$ cat src/rtl/iod_train_pkg.sv
// Shared types and constants for the IOD eye-training sequencer.
package iod_train_pkg;
  localparam int   TAP_W_DEF = 7;
  localparam logic DIR_INC   = 1'b1;
  localparam logic DIR_DEC   = 1'b0;

  typedef enum logic [3:0] {
    IDLE, LOAD, CLEAR, SETTLE, SAMPLE, EVAL, STEP, RETURN, PARK, NEXT, DONE
  } state_e;
endpackage

$ cat src/rtl/iod_eye_window_tracker.sv
// Tracks the passing-window start/end for the lane under training and
// derives the window width check and the centre tap.
module iod_eye_window_tracker
  import iod_train_pkg::*;
#(
  parameter int TAP_W   = TAP_W_DEF,
  parameter int MIN_EYE = 4
) (
  input  logic             clk,
  input  logic             rst,
  input  logic             load,
  input  logic             hit,
  input  logic             close,
  input  logic [TAP_W-1:0] tap,
  input  logic [TAP_W-1:0] end_tap,
  output logic             found,
  output logic             width_ok,
  output logic [TAP_W-1:0] center
);
  logic             found_q, found_d;
  logic [TAP_W-1:0] start_q, start_d;
  logic [TAP_W-1:0] end_q, end_d;
  logic [TAP_W:0]   sum, width;

  always_comb begin
    found_d = found_q;
    start_d = start_q;
    end_d   = end_q;
    if (load) begin
      found_d = 1'b0;
      start_d = '0;
      end_d   = '0;
    end else begin
      // first passing tap opens the window; later passes leave start alone
      if (hit && !found_q) begin
        found_d = 1'b1;
        start_d = tap;
      end
      if (close) end_d = end_tap;
    end
  end

  always_ff @(posedge clk) begin
    if (rst) begin
      found_q <= 1'b0;
      start_q <= '0;
      end_q   <= '0;
    end else begin
      found_q <= found_d;
      start_q <= start_d;
      end_q   <= end_d;
    end
  end

  // one extra bit so a full-range window (0..max) neither wraps nor overflows
  assign sum      = {1'b0, start_q} + {1'b0, end_q};
  assign width    = {1'b0, end_q} - {1'b0, start_q} + (TAP_W+1)'(1);
  assign width_ok = (width >= (TAP_W+1)'(MIN_EYE));
  assign center   = sum[TAP_W:1];
  assign found    = found_q;
endmodule

$ cat src/rtl/iod_eye_train_ctrl.sv
// Sequential per-lane delay-line sweep: find the eye-monitor passing window
// on each IOD lane and park the delay line at its centre.
module iod_eye_train_ctrl
  import iod_train_pkg::*;
#(
  parameter int NUM_LANES  = 8,
  parameter int TAP_W      = TAP_W_DEF,
  parameter int SETTLE_CYC = 8,
  parameter int SAMPLE_CYC = 16,
  parameter int MIN_EYE    = 4
) (
  input  logic                       FAB_CLK,
  input  logic                       SYNC_RST,
  input  logic                       TRAIN_START,
  output logic                       TRAIN_BUSY,
  output logic                       TRAIN_DONE,
  output logic [NUM_LANES-1:0]       LANE_FAIL,
  output logic [NUM_LANES*TAP_W-1:0] LANE_CENTER,
  output logic [NUM_LANES-1:0]       DELAY_LINE_LOAD,
  output logic [NUM_LANES-1:0]       DELAY_LINE_MOVE,
  output logic [NUM_LANES-1:0]       DELAY_LINE_DIRECTION,
  output logic [NUM_LANES-1:0]       EYE_MONITOR_CLEAR_FLAGS,
  input  logic [NUM_LANES-1:0]       EYE_MONITOR_EARLY,
  input  logic [NUM_LANES-1:0]       EYE_MONITOR_LATE,
  input  logic [NUM_LANES-1:0]       DELAY_LINE_OUT_OF_RANGE
);
  localparam int LANE_W = (NUM_LANES > 1) ? $clog2(NUM_LANES) : 1;
  localparam int CNT_MX = (SETTLE_CYC > SAMPLE_CYC) ? SETTLE_CYC : SAMPLE_CYC;
  localparam int CNT_W  = $clog2(CNT_MX + 1);
  localparam logic [TAP_W-1:0] TAP_MAX = '1;

  state_e                     state_q, state_d;
  logic [LANE_W-1:0]          lane_q, lane_d;
  logic [TAP_W-1:0]           tap_q, tap_d;
  logic [CNT_W-1:0]           cnt_q, cnt_d;
  logic                       bad_q, bad_d, ph_q, ph_d;
  logic [NUM_LANES-1:0]       fail_q, fail_d;
  logic [NUM_LANES*TAP_W-1:0] center_q, center_d;

  logic [NUM_LANES-1:0] lane_oh;
  logic                 load_en, move_en, dir_en, clr_en;
  logic                 trk_hit, trk_close, found, width_ok;
  logic [TAP_W-1:0]     trk_end, center;
  logic                 pass, at_end;

  for (genvar i = 0; i < NUM_LANES; i++) begin : g_oh
    assign lane_oh[i] = (lane_q == LANE_W'(i));
  end

  assign pass   = !bad_q;
  assign at_end = (tap_q == TAP_MAX) || |(DELAY_LINE_OUT_OF_RANGE & lane_oh);

  iod_eye_window_tracker #(.TAP_W(TAP_W), .MIN_EYE(MIN_EYE)) u_trk (
    .clk(FAB_CLK), .rst(SYNC_RST), .load(state_q == LOAD),
    .hit(trk_hit), .close(trk_close), .tap(tap_q), .end_tap(trk_end),
    .found(found), .width_ok(width_ok), .center(center)
  );

  always_comb begin
    state_d   = state_q;
    lane_d    = lane_q;
    tap_d     = tap_q;
    cnt_d     = cnt_q;
    bad_d     = bad_q;
    ph_d      = ph_q;
    fail_d    = fail_q;
    center_d  = center_q;
    load_en   = 1'b0;
    move_en   = 1'b0;
    dir_en    = DIR_DEC;
    clr_en    = 1'b0;
    trk_hit   = 1'b0;
    trk_close = 1'b0;
    trk_end   = tap_q;
    unique case (state_q)
      IDLE: if (TRAIN_START) begin
        fail_d   = '0;
        center_d = '0;
        lane_d   = '0;
        state_d  = LOAD;
      end
      LOAD: begin
        load_en = 1'b1;
        tap_d   = '0;
        state_d = CLEAR;
      end
      CLEAR: begin
        clr_en  = 1'b1;
        bad_d   = 1'b0;
        cnt_d   = '0;
        state_d = SETTLE;
      end
      SETTLE: begin
        if (cnt_q == CNT_W'(SETTLE_CYC-1)) begin
          cnt_d   = '0;
          state_d = SAMPLE;
        end else cnt_d = cnt_q + CNT_W'(1);
      end
      SAMPLE: begin
        bad_d = bad_q | |((EYE_MONITOR_EARLY | EYE_MONITOR_LATE) & lane_oh);
        if (cnt_q == CNT_W'(SAMPLE_CYC-1)) state_d = EVAL;
        else cnt_d = cnt_q + CNT_W'(1);
      end
      EVAL: begin
        trk_hit = pass;
        ph_d    = 1'b0;
        // a failing tap always wins over the range limit
        if (!pass && found) begin
          trk_close = 1'b1;
          trk_end   = tap_q - TAP_W'(1);
          state_d   = RETURN;
        end else if (pass && at_end) begin
          trk_close = 1'b1;
          state_d   = RETURN;
        end else if (!pass && at_end) state_d = PARK;
        else state_d = STEP;
      end
      STEP: begin
        move_en = 1'b1;
        dir_en  = DIR_INC;
        tap_d   = tap_q + TAP_W'(1);
        state_d = CLEAR;
      end
      RETURN: begin
        if (!width_ok) state_d = PARK;
        else if (tap_q == center) begin
          for (int i = 0; i < NUM_LANES; i++)
            if (lane_oh[i]) center_d[i*TAP_W +: TAP_W] = center;
          state_d = NEXT;
        end else begin
          // walk back with a gap cycle between pulses
          ph_d = !ph_q;
          if (!ph_q) begin
            move_en = 1'b1;
            tap_d   = tap_q - TAP_W'(1);
          end
        end
      end
      PARK: begin
        load_en = 1'b1;
        tap_d   = '0;
        fail_d  = fail_q | lane_oh;
        for (int i = 0; i < NUM_LANES; i++)
          if (lane_oh[i]) center_d[i*TAP_W +: TAP_W] = '0;
        state_d = NEXT;
      end
      NEXT: begin
        if (lane_q == LANE_W'(NUM_LANES-1)) state_d = DONE;
        else begin
          lane_d  = lane_q + LANE_W'(1);
          state_d = LOAD;
        end
      end
      DONE:    state_d = IDLE;
      default: state_d = IDLE;
    endcase
  end

  always_ff @(posedge FAB_CLK) begin
    if (SYNC_RST) begin
      state_q  <= IDLE;
      lane_q   <= '0;
      tap_q    <= '0;
      cnt_q    <= '0;
      bad_q    <= 1'b0;
      ph_q     <= 1'b0;
      fail_q   <= '0;
      center_q <= '0;
    end else begin
      state_q  <= state_d;
      lane_q   <= lane_d;
      tap_q    <= tap_d;
      cnt_q    <= cnt_d;
      bad_q    <= bad_d;
      ph_q     <= ph_d;
      fail_q   <= fail_d;
      center_q <= center_d;
    end
  end

  assign TRAIN_BUSY              = (state_q != IDLE) && (state_q != DONE);
  assign TRAIN_DONE              = (state_q == DONE);
  assign LANE_FAIL               = fail_q;
  assign LANE_CENTER             = center_q;
  assign DELAY_LINE_LOAD         = {NUM_LANES{load_en}} & lane_oh;
  assign DELAY_LINE_MOVE         = {NUM_LANES{move_en}} & lane_oh;
  assign DELAY_LINE_DIRECTION    = {NUM_LANES{move_en & dir_en}} & lane_oh;
  assign EYE_MONITOR_CLEAR_FLAGS = {NUM_LANES{clr_en}} & lane_oh;
endmodule
$ cat config.mk
export PLATFORM = sky130hd
export DESIGN_NAME = iod_eye_train_ctrl
export DESIGN_NICKNAME = d
export VERILOG_FILES = /design/src/rtl/iod_train_pkg.sv /design/src/rtl/iod_eye_window_tracker.sv /design/src/rtl/iod_eye_train_ctrl.sv
export SDC_FILE = /design/constraint.sdc
export NUM_CORES = 1
export LEC_CHECK = 0
export ABC_AREA = 1
export ABC_CLOCK_PERIOD_IN_PS = 2900
export CAP_MARGIN = 20
export CORE_MARGIN = 2
export CORE_UTILIZATION = 45
export CTS_CLUSTER_SIZE = 14
export DETAILED_ROUTE_END_ITERATION = 8
export PLACE_DENSITY = 0.78
export SLEW_MARGIN = 20
export SYNTH_ARGS = -nofsm -noshare
export SYNTH_HDL_FRONTEND = slang
export SYNTH_SLANG_ARGS = --single-unit
$ cat constraint.sdc
create_clock -name FAB_CLK -period 2.9 [get_ports FAB_CLK]
set_clock_uncertainty 0.05 [all_clocks]
set_input_delay 0.435 -clock FAB_CLK [delete_from_list [all_inputs] [get_ports FAB_CLK]]
set_output_delay 0.435 -clock FAB_CLK [all_outputs]
set_load 0.01 [all_outputs]
==> metrics.csv, run 1 <==
metric,value,unit
Gate power share,61.5,%
Pleak,4.03,nW
FMAX,304,MHz
Routed Wire Length,19.4,mm
fin. max-slew vios,0,
first-pass GRT wire length,28.5,mm
First DRT Iteration DRCs,584,
vias per cell,5.33,
CP peak stage delay,0.35,ns
DRT Pass-1 Iters,6,
Synth area leaders,"dfxtp_1 34%, nor2_1 12%, nand2_1 11%, inv_1 6.8%, nand3_1 6.8%",
Tmin final,3.29,ns
Hold WS,0.400,ns
Nets,1154,
critical path's slowest cell,fa_2,
unrepaired setup endpoints after global routing,yes,
share of cells above drive strength 1,20.0,%
final worst path period share,113,%
Rel. slew slack,62.3,%
final setup margin,-0.389,ns
synthesis-stage register bit count,100,
DIE AREA,13900,um^2
failing checks,setup timing,
Worst-Margin Slew,0.564,ns
DRC errors left,0,
Routed wire per std cell,15.3,um
post-synthesis cell type count,41,
Net Switching,4.08,mW
Worst-path clk slew,0.07,ns
pwr dens,1060,nW/um^2
Max rail drop VDD,0.546,mV
hold crit path type,reg -> reg,
endpoint class of the critical path,output port,
CP Cell Sequence,"inv_2, ha_4, inv_2, ha_4, fa_2, or2_1, a21oi_2, nand3_2, nor2_4, nand3_2, nand2_2, inv_2, nand3_4, nand2_4, inv_8, nor2_1, buf_2",
Die Ht,118,um
Clock Tree Buf Depth,2,
vias in the first global route,5998,
Final Instance Count excl. Fillers,1272,
CTS Buf Count,9,
most frequent cells in the layout,"180 x nor2_1, 158 x nand2_1, 116 x clkdlybuf4s50_1",
IO Port Bufs,124,
Starting Density,46.1,%
"Seq/Total Area, Yosys",34.4,%
P_int,5.05,mW
ANT nets after route,0,
outcome,"finished, violations left",
clock power share,13.5,%
"most common cell after layout, fill and taps aside",nor2_1,
"Avg Cell Area, Syn",6.48,um^2
dpl cells,1232,
WP data required,2.41,ns
largest area contributor in the netlist,dfxtp_1,
asr flop ratio synth,0,%
clk root buf,clkbuf_16,
"Area growth, synth to finish",48.2,%
largest net degree at the start of global routing,67,
Die W,118,um
gpl congestion,0.947,
Worst Path Max Fanout,8,
post-DP HPWL,12.8,mm
worst r2r src,u_trk.end_q[1],
row count,41,
startpoint types,register,
Post-Syn Instances,899,
Hold Fails Final Rpt,0,
gr usage total,24.9,%
via count,6785,
Core Box Area,12600,um^2
Net Sw Frac,44.7,%
clock latency on the worst-skew pair,0.36,ns
Top-Level Pins,125,
GRT overflow,0,
diode count,0,
Setup Viol. Count Final,49,
Post-synth top flop,dfxtp_1,
Worst setup startpoint,u_trk.end_q[1],
hold wc startpoint,LANE_FAIL[2],
Critical Path AT,2.80,ns
Max Cap Viol,0,
Syn Nets,958,
antenna violations before repair,0,
H-tree depth,3,
Yosys top cell area share,34.4,%
TritonCTS clock tree,yes,
Post-synth EDFFs,0,
"most used cell, CP",inv_2,
Clock Sinks,100,
Crit Path Category,reg -> out,
Seq pwr share,24.9,%
YS warnings,0,
"Cell Area, Synth",5820,um^2
==> state kept, by name (all words and copies together) (netlist names) <==
| name | count |
|---|---|
| LANE_CENTER | 56 |
| u_trk.start_q | 7 |
| ph_q | 1 |
| u_trk.found | 1 |
| state_q | 4 |
| u_trk.end_q | 7 |
| LANE_FAIL | 8 |
| bad_q | 1 |
| tap_q | 7 |
| cnt_q | 5 |
| lane_q | 3 |
==> path summary, 6_finish.rpt <==
check / depth (start not counted) / slack (ns) / end
worst max-delay path: 17 / -0.39 / DELAY_LINE_MOVE[5]
worst min-delay path: 2 / 0.40 / LANE_FAIL[2]
worst max register to register: 16 / -0.09 / LANE_CENTER[10]
worst min register to register: 2 / 0.40 / LANE_FAIL[2]
==> critical path, delay by kind of cell, from the launching register on <==
family,cells,cell delay [ns]
AND/OR/NAND/NOR,8,0.86
adder cells (fa/ha/maj),3,0.77
buffers and inverters,5,0.36
flip-flops,1,0.34
AO/OA/AOI/OAI,1,0.15
==> power groups by stage <==
| stage | clock (mW) | sequential, mW | combinational [mW] |
|---|---|---|---|
| after floorplan | 0 | 2.36 | 2.55 |
| after global placement | 0 | 2.25 | 4.31 |
| after detailed placement | 0 | 2.25 | 4.39 |
| after CTS | 1.23 | 2.22 | 4.50 |
| after global routing | 1.29 | 2.32 | 6.10 |
| final | 1.23 | 2.28 | 5.62 |
==> Yosys cell counts, drive strengths merged, types with 2 or more instances <==
cell and count:
a211oi 9, a21oi 77, buf 17, clkbuf 12, clkinv 3, dfxtp 100
fa 2, ha 30, inv 109, nand2 181, nand3 80, nand4 9
nor2 198, nor3 7, o21ai 36, o22ai 3, o31ai 2, or2 3
xnor2 2, xor2 7
==> routing by layer <==
metal	up-vias	GRT usage (%)	routed length (um)
met5	-	0	0
met4	0	7.38	581
met3	56	5.28	1550
met2	330	43.0	9460
li1	3277	-	-
met1	3122	31.2	7850
==> logic make-up after synthesis <==
family                     count (synthesis)  synth area share, %
buffers and inverters                    141                 9.78
DFF                                      100                 34.4
and+or+nand+nor                          480                 34.3
xor gates and xnor gates                   9                 1.35
muxes                                      1                0.172
AOI/OAI and AO/OA                        136                 12.8
adders and majority gates                 32                 7.14
==> stage by stage <==
step / utilization (%) / total power [mW] / instance area [um^2] / setup TNS (ns) / setup slack [ns]
global placement: 60.7 / 6.55 / 7660 / -11.27 / -0.540
detailed placement: 60.7 / 6.63 / 7660 / -15.05 / -0.595
floorplan: - / 4.91 / 5820 / 0 / 0.0115
CTS: 63.7 / 7.95 / 8040 / -3.37 / -0.428
global route: 68.4 / 9.71 / 8630 / -12.58 / -0.526
finish: 68.4 / 9.13 / 8630 / -4.83 / -0.389
==> timing repair <==
| action | 4_1_cts | 5_1_grt |
|---|---|---|
| gates resized for setup | 55 | 96 |
| buffers inserted | 5 | 17 |
| setup endpoints to repair | 60 | 75 |
| pin swaps | 17 | 38 |
| gates cloned | 0 | 3 |
| hold buffers | 0 | 0 |
==> final cells by class <==
type / instances / area (um^2)
inverter: 112 / 428
sequential: 100 / 2000
multi-input combinational: 660 / 3670
clock inverter: 6 / 58.8
fill: 1056 / 3990
clock buffer: 10 / 239
tap: 172 / 215
timing repair buffer: 212 / 2010
(Power assumes the default switching activity.)
==> run 2, diff against run 1 <==
Settings changed: MAX_ROUTING_LAYER set to met4, SKIP_CTS_REPAIR_TIMING set to 1.
==> metrics.csv, run 2 (synthesis results as in run 1) <==
metric,value,unit,change
Net Switching,3.82,mW,was 4.08 mW
pwr dens,1040,nW/um^2,was 1060 nW/um^2
CTS Buf Count,9,,unchanged
IO Port Bufs,124,,unchanged
startpoint types,register,,unchanged
Crit Path Category,reg -> out,,unchanged
GRT overflow,0,,unchanged
Final Instance Count excl. Fillers,1268,,was 1272
Tmin final,3.36,ns,was 3.29 ns
endpoint class of the critical path,output port,,unchanged
Hold Fails Final Rpt,0,,unchanged
TritonCTS clock tree,yes,,unchanged
Clock Tree Buf Depth,2,,unchanged
critical path's slowest cell,fa_2,,unchanged
"most common cell after layout, fill and taps aside",nor2_1,,unchanged
Clock Sinks,100,,unchanged
dpl ws,-0.571,ns,was -0.595 ns
dpl cells,1236,,was 1232
unrepaired setup endpoints after global routing,yes,,unchanged
Setup Viol. Count Final,13,,was 49
"Area growth, synth to finish",46.6,%,was 48.2%
Top-Level Pins,125,,unchanged
Pleak,3.98,nW,was 4.03 nW
most frequent cells in the layout,"182 x nor2_1, 158 x nand2_1, 116 x clkdlybuf4s50_1",,"was 180 x nor2_1, 158 x nand2_1, 116 x clkdlybuf4s50_1"
Die W,118,um,unchanged
clock latency on the worst-skew pair,0.36,ns,about the same
Worst-path clk slew,0.08,ns,was 0.07 ns
Core Box Area,12600,um^2,unchanged
Routed Wire Length,18.7,mm,was 19.4 mm
gr usage total,25.8,%,was 24.9%
gpl congestion,0.961,,was 0.947
Seq pwr share,25.3,%,was 24.9%
final setup margin,-0.458,ns,was -0.389 ns
DRT Pass-1 Iters,6,,unchanged
max FFs per register,56,,unchanged
Crit path max-delay family,simple AND/OR/NAND/NOR gates,,unchanged
DIE AREA,13900,um^2,unchanged
fin. max-slew vios,0,,unchanged
Worst-Margin Slew,0.568,ns,was 0.564 ns
share of cells above drive strength 1,18.4,%,was 20.0%
final instance area,8540,um^2,was 8630 um^2
failing checks,setup timing,,unchanged
row count,41,,unchanged
hold crit path type,reg -> reg,,unchanged
Worst Path Max Fanout,8,,unchanged
post-DP HPWL,13.1,mm,was 12.8 mm
P_int,5.04,mW,was 5.05 mW
via count,6566,,was 6785
CP peak stage delay,0.39,ns,was 0.35 ns
final total power,8.86,mW,was 9.13 mW
clk root buf,clkbuf_16,,unchanged
final worst path period share,116,%,was 113%
vias per cell,5.18,,was 5.33
CP Cell Sequence,"inv_2, ha_4, inv_2, ha_4, fa_2, or2_0, a21oi_1, nand3_1, nor2_2, nand3_2, nand2_2, inv_2, nand3_2, nand2_2, clkinv_4, nor2_1, buf_2",,"was inv_2, ha_4, inv_2, ha_4, fa_2, or2_1, a21oi_2, nand3_2, nor2_4, nand3_2, nand2_2, inv_2, nand3_4, nand2_4, inv_8, nor2_1, buf_2"
Hold WS,0.402,ns,was 0.400 ns
ANT nets after route,0,,unchanged
DRC errors left,0,,unchanged
Max rail drop VDD,0.481,mV,was 0.546 mV
WP buf/inv,5,,unchanged
FMAX,298,MHz,was 304 MHz
Rel. slew slack,62.1,%,was 62.3%
first-pass GRT wire length,28.4,mm,was 28.5 mm
Starting Density,46.1,%,unchanged
Worst Hold Path Cells,2,,unchanged
Nets,1150,,was 1154
largest net degree at the start of global routing,68,,was 67
WP depth,17,,unchanged
Die Ht,118,um,unchanged
Net Sw Frac,43.1,%,was 44.7%
H-tree depth,3,,unchanged
diode count,0,,unchanged
antenna violations before repair,0,,unchanged
outcome,"finished, violations left",,unchanged
clock power share,14.8,%,was 13.5%
WP data required,2.41,ns,about the same
Register-to-Register Path Depth,17,,was 16
vias in the first global route,6018,,was 5998
Critical Path AT,2.87,ns,was 2.80 ns
"most used cell, CP",inv_2,,unchanged
First DRT Iteration DRCs,544,,was 584
Gate power share,59.9,%,was 61.5%
Post-DP Area,7690,um^2,was 7660 um^2
Max Cap Viol,0,,unchanged
Routed wire per std cell,14.7,um,was 15.3 um
[run 2: final timing paths]
kind | from | to | slack (ns)
max | u_trk.end_q[1] | DELAY_LINE_MOVE[5] | -0.46
min | LANE_FAIL[0] | LANE_FAIL[0] | 0.40
max reg2reg | u_trk.end_q[1] | LANE_CENTER[29] | -0.03
min reg2reg | LANE_FAIL[0] | LANE_FAIL[0] | 0.40
[run 2: power by group through the flow]
| stage | Combinational, mW | Clock (mW) | Sequential, mW |
|---|---|---|---|
| 5_1_grt | 5.79 | 1.37 | 2.29 |
| 3_5_place_dp | 4.42 | 0 | 2.24 |
| 6_report | 5.30 | 1.31 | 2.24 |
| 2_1_floorplan | 2.55 | 0 | 2.36 |
| 4_1_cts | 4.45 | 1.31 | 2.22 |
| 3_3_place_gp | 4.35 | 0 | 2.23 |
[run 2: final cells by class]
class	instances	area, um^2
Clock inverter	6	78.8
Clock buffer	10	239
Fill cell	1076	4080
Inverter	112	425
Tap cell	172	215
Sequential cell	100	2010
Timing Repair Buffer	209	1960
Multi-Input combinational cell	659	3610
[run 2: per-layer routing]
layer	wire (um)	vias to the layer above	GRT usage [%]
li1	-	3258	-
met1	7810	2998	31.6
met2	9170	267	43.1
met3	1310	43	3.97
met4	412	0	9.41
met5	0	-	-
[run 2: worst min-delay path, cell delays in order (launching register included)]
cell	delay (ns)
dfxtp_1	0.32
inv_1	0.05
a21oi_1	0.05
[run 2: through the flow]
| step | TNS, ns | util [%] |
|---|---|---|
| finish | -3.63 | 67.6 |
| global route | -10.17 | 67.6 |
| CTS | -18.59 | 63.5 |
| detailed placement | -13.57 | 61.0 |
| global placement | -10.44 | 61.0 |
| floorplan | 0 | - |
==> run 3, diff against run 2 <==
Settings changed: SETUP_SLACK_MARGIN set to 0.02.
==> metrics.csv, run 3 (synthesis results as in run 1) <==
metric,value,unit,change
outcome,"finished, violations left",,unchanged
failing checks,setup timing,,unchanged
most frequent cells in the layout,"181 x nor2_1, 152 x nand2_1, 116 x clkdlybuf4s50_1",,"was 182 x nor2_1, 158 x nand2_1, 116 x clkdlybuf4s50_1"
unrepaired setup endpoints after global routing,yes,,unchanged
"most common cell after layout, fill and taps aside",nor2_1,,unchanged
Worst Path Max Fanout,7,,was 8
Die W,118,um,unchanged
clock latency on the worst-skew pair,0.36,ns,about the same
Routed wire per std cell,15.3,um,was 14.7 um
startpoint types,register,,unchanged
fin. max-slew vios,0,,unchanged
dpl ws,-0.576,ns,was -0.571 ns
Setup TNS,-9.84,ns,was -3.63 ns
dpl cells,1232,,was 1236
Gate power share,61.0,%,was 59.9%
Top-Level Pins,125,,unchanged
Critical Path AT,2.94,ns,was 2.87 ns
Rel. slew slack,65.9,%,was 62.1%
CP peak stage delay,0.38,ns,was 0.39 ns
CP Cell Sequence,"inv_2, ha_4, inv_4, ha_4, fa_2, or2_0, a21oi_1, nand3_1, nor2_2, nand3_2, nand2_2, inv_2, nand3_4, nand2_4, inv_6, buf_6, nor2_2, buf_2",,"was inv_2, ha_4, inv_2, ha_4, fa_2, or2_0, a21oi_1, nand3_1, nor2_2, nand3_2, nand2_2, inv_2, nand3_2, nand2_2, clkinv_4, nor2_1, buf_2"
largest net degree at the start of global routing,65,,was 68
"Area growth, synth to finish",45.7,%,was 46.6%
Final Instance Count excl. Fillers,1263,,was 1268
WP data required,2.41,ns,about the same
Tmin final,3.42,ns,was 3.36 ns
Layout Utilization,67.2,%,was 67.6%
Seq pwr share,25.8,%,was 25.3%
Crit path max-delay family,simple AND/OR/NAND/NOR gates,,unchanged
Core Box Area,12600,um^2,unchanged
Net Switching,4.00,mW,was 3.82 mW
clock power share,13.3,%,was 14.8%
vias in the first global route,6003,,was 6018
gpl congestion,0.931,,was 0.961
Worst-path clk slew,0.07,ns,was 0.08 ns
via count,6625,,was 6566
vias per cell,5.25,,was 5.18
Setup Viol. Count Final,65,,was 13
Post-DP Area,7640,um^2,was 7690 um^2
gr usage total,25.8,%,about the same
DRT Pass-1 Iters,5,,was 6
max FFs per register,56,,unchanged
ANT nets after route,0,,unchanged
TritonCTS clock tree,yes,,unchanged
Hold WS,0.396,ns,was 0.402 ns
First DRT Iteration DRCs,552,,was 544
Worst-Margin Slew,0.510,ns,was 0.568 ns
WP buf/inv,6,,was 5
IO Port Bufs,124,,unchanged
Clock Sinks,100,,unchanged
Crit Path Category,reg -> out,,unchanged
Pleak,3.93,nW,was 3.98 nW
post-DP HPWL,13.0,mm,was 13.1 mm
final worst path period share,118,%,was 116%
endpoint class of the critical path,output port,,unchanged
DIE AREA,13900,um^2,unchanged
antenna violations before repair,0,,unchanged
Die Ht,118,um,unchanged
FMAX,292,MHz,was 298 MHz
DRC errors left,0,,unchanged
Max Cap Viol,0,,unchanged
Starting Density,46.1,%,unchanged
Net Sw Frac,45.4,%,was 43.1%
share of cells above drive strength 1,19.8,%,was 18.4%
pwr dens,1040,nW/um^2,about the same
Routed Wire Length,19.4,mm,was 18.7 mm
Nets,1145,,was 1150
Hold Fails Final Rpt,0,,unchanged
final total power,8.82,mW,was 8.86 mW
critical path's slowest cell,fa_2,,unchanged
H-tree depth,3,,unchanged
CTS Buf Count,9,,unchanged
diode count,0,,unchanged
final setup margin,-0.524,ns,was -0.458 ns
first-pass GRT wire length,28.5,mm,was 28.4 mm
final instance area,8480,um^2,was 8540 um^2
Max rail drop VDD,0.569,mV,was 0.481 mV
hold crit path type,reg -> reg,,unchanged
row count,41,,unchanged
P_int,4.82,mW,was 5.04 mW
clk root buf,clkbuf_16,,unchanged
Clock Tree Buf Depth,2,,unchanged
GRT overflow,0,,unchanged
[run 3: per-layer routing]
metal | global-route usage, % | wire length [um] | vias to the layer above
met5 | - | 0 | -
met4 | 7.00 | 494 | 0
met2 | 44.2 | 9460 | 316
li1 | - | - | 3256
met1 | 31.4 | 7810 | 2995
met3 | 4.51 | 1610 | 58
[run 3: worst register-to-register path: cells and delay by family (launching register included)]
kind,cells,cell delay [ns]
adder cells (fa/ha/maj),3,0.81
AO/OA/AOI/OAI,2,0.35
AND/OR/NAND/NOR,7,1.05
buffers and inverters,5,0.49
flip-flops,1,0.34
[run 3: power groups by stage]
stage          clock network [mW]  registers (mW)  logic, mW
4_1_cts                      1.17            2.22       4.41
3_3_place_gp                    0            2.24       4.28
3_5_place_dp                    0            2.25       4.37
6_report                     1.17            2.27       5.38
2_1_floorplan                   0            2.36       2.55
5_1_grt                      1.23            2.32       5.85
[run 3: final cells by class]
cell class / count / area (um^2)
clock buffer: 11 / 233
fill: 1055 / 4140
tap: 172 / 215
sequential: 100 / 2000
multi-input combinational: 661 / 3680
clock inverter: 5 / 45.0
timing repair buffer: 202 / 1870
inverter: 112 / 428
[run 3: final timing paths]
check / start / end / slack [ns] / cells after the start
max: u_trk.end_q[1] / DELAY_LINE_MOVE[4] / -0.52 / 18
min: LANE_FAIL[4] / LANE_FAIL[4] / 0.40 / 2
max reg2reg: u_trk.end_q[1] / LANE_CENTER[8] / -0.27 / 17
min reg2reg: LANE_FAIL[4] / LANE_FAIL[4] / 0.40 / 2
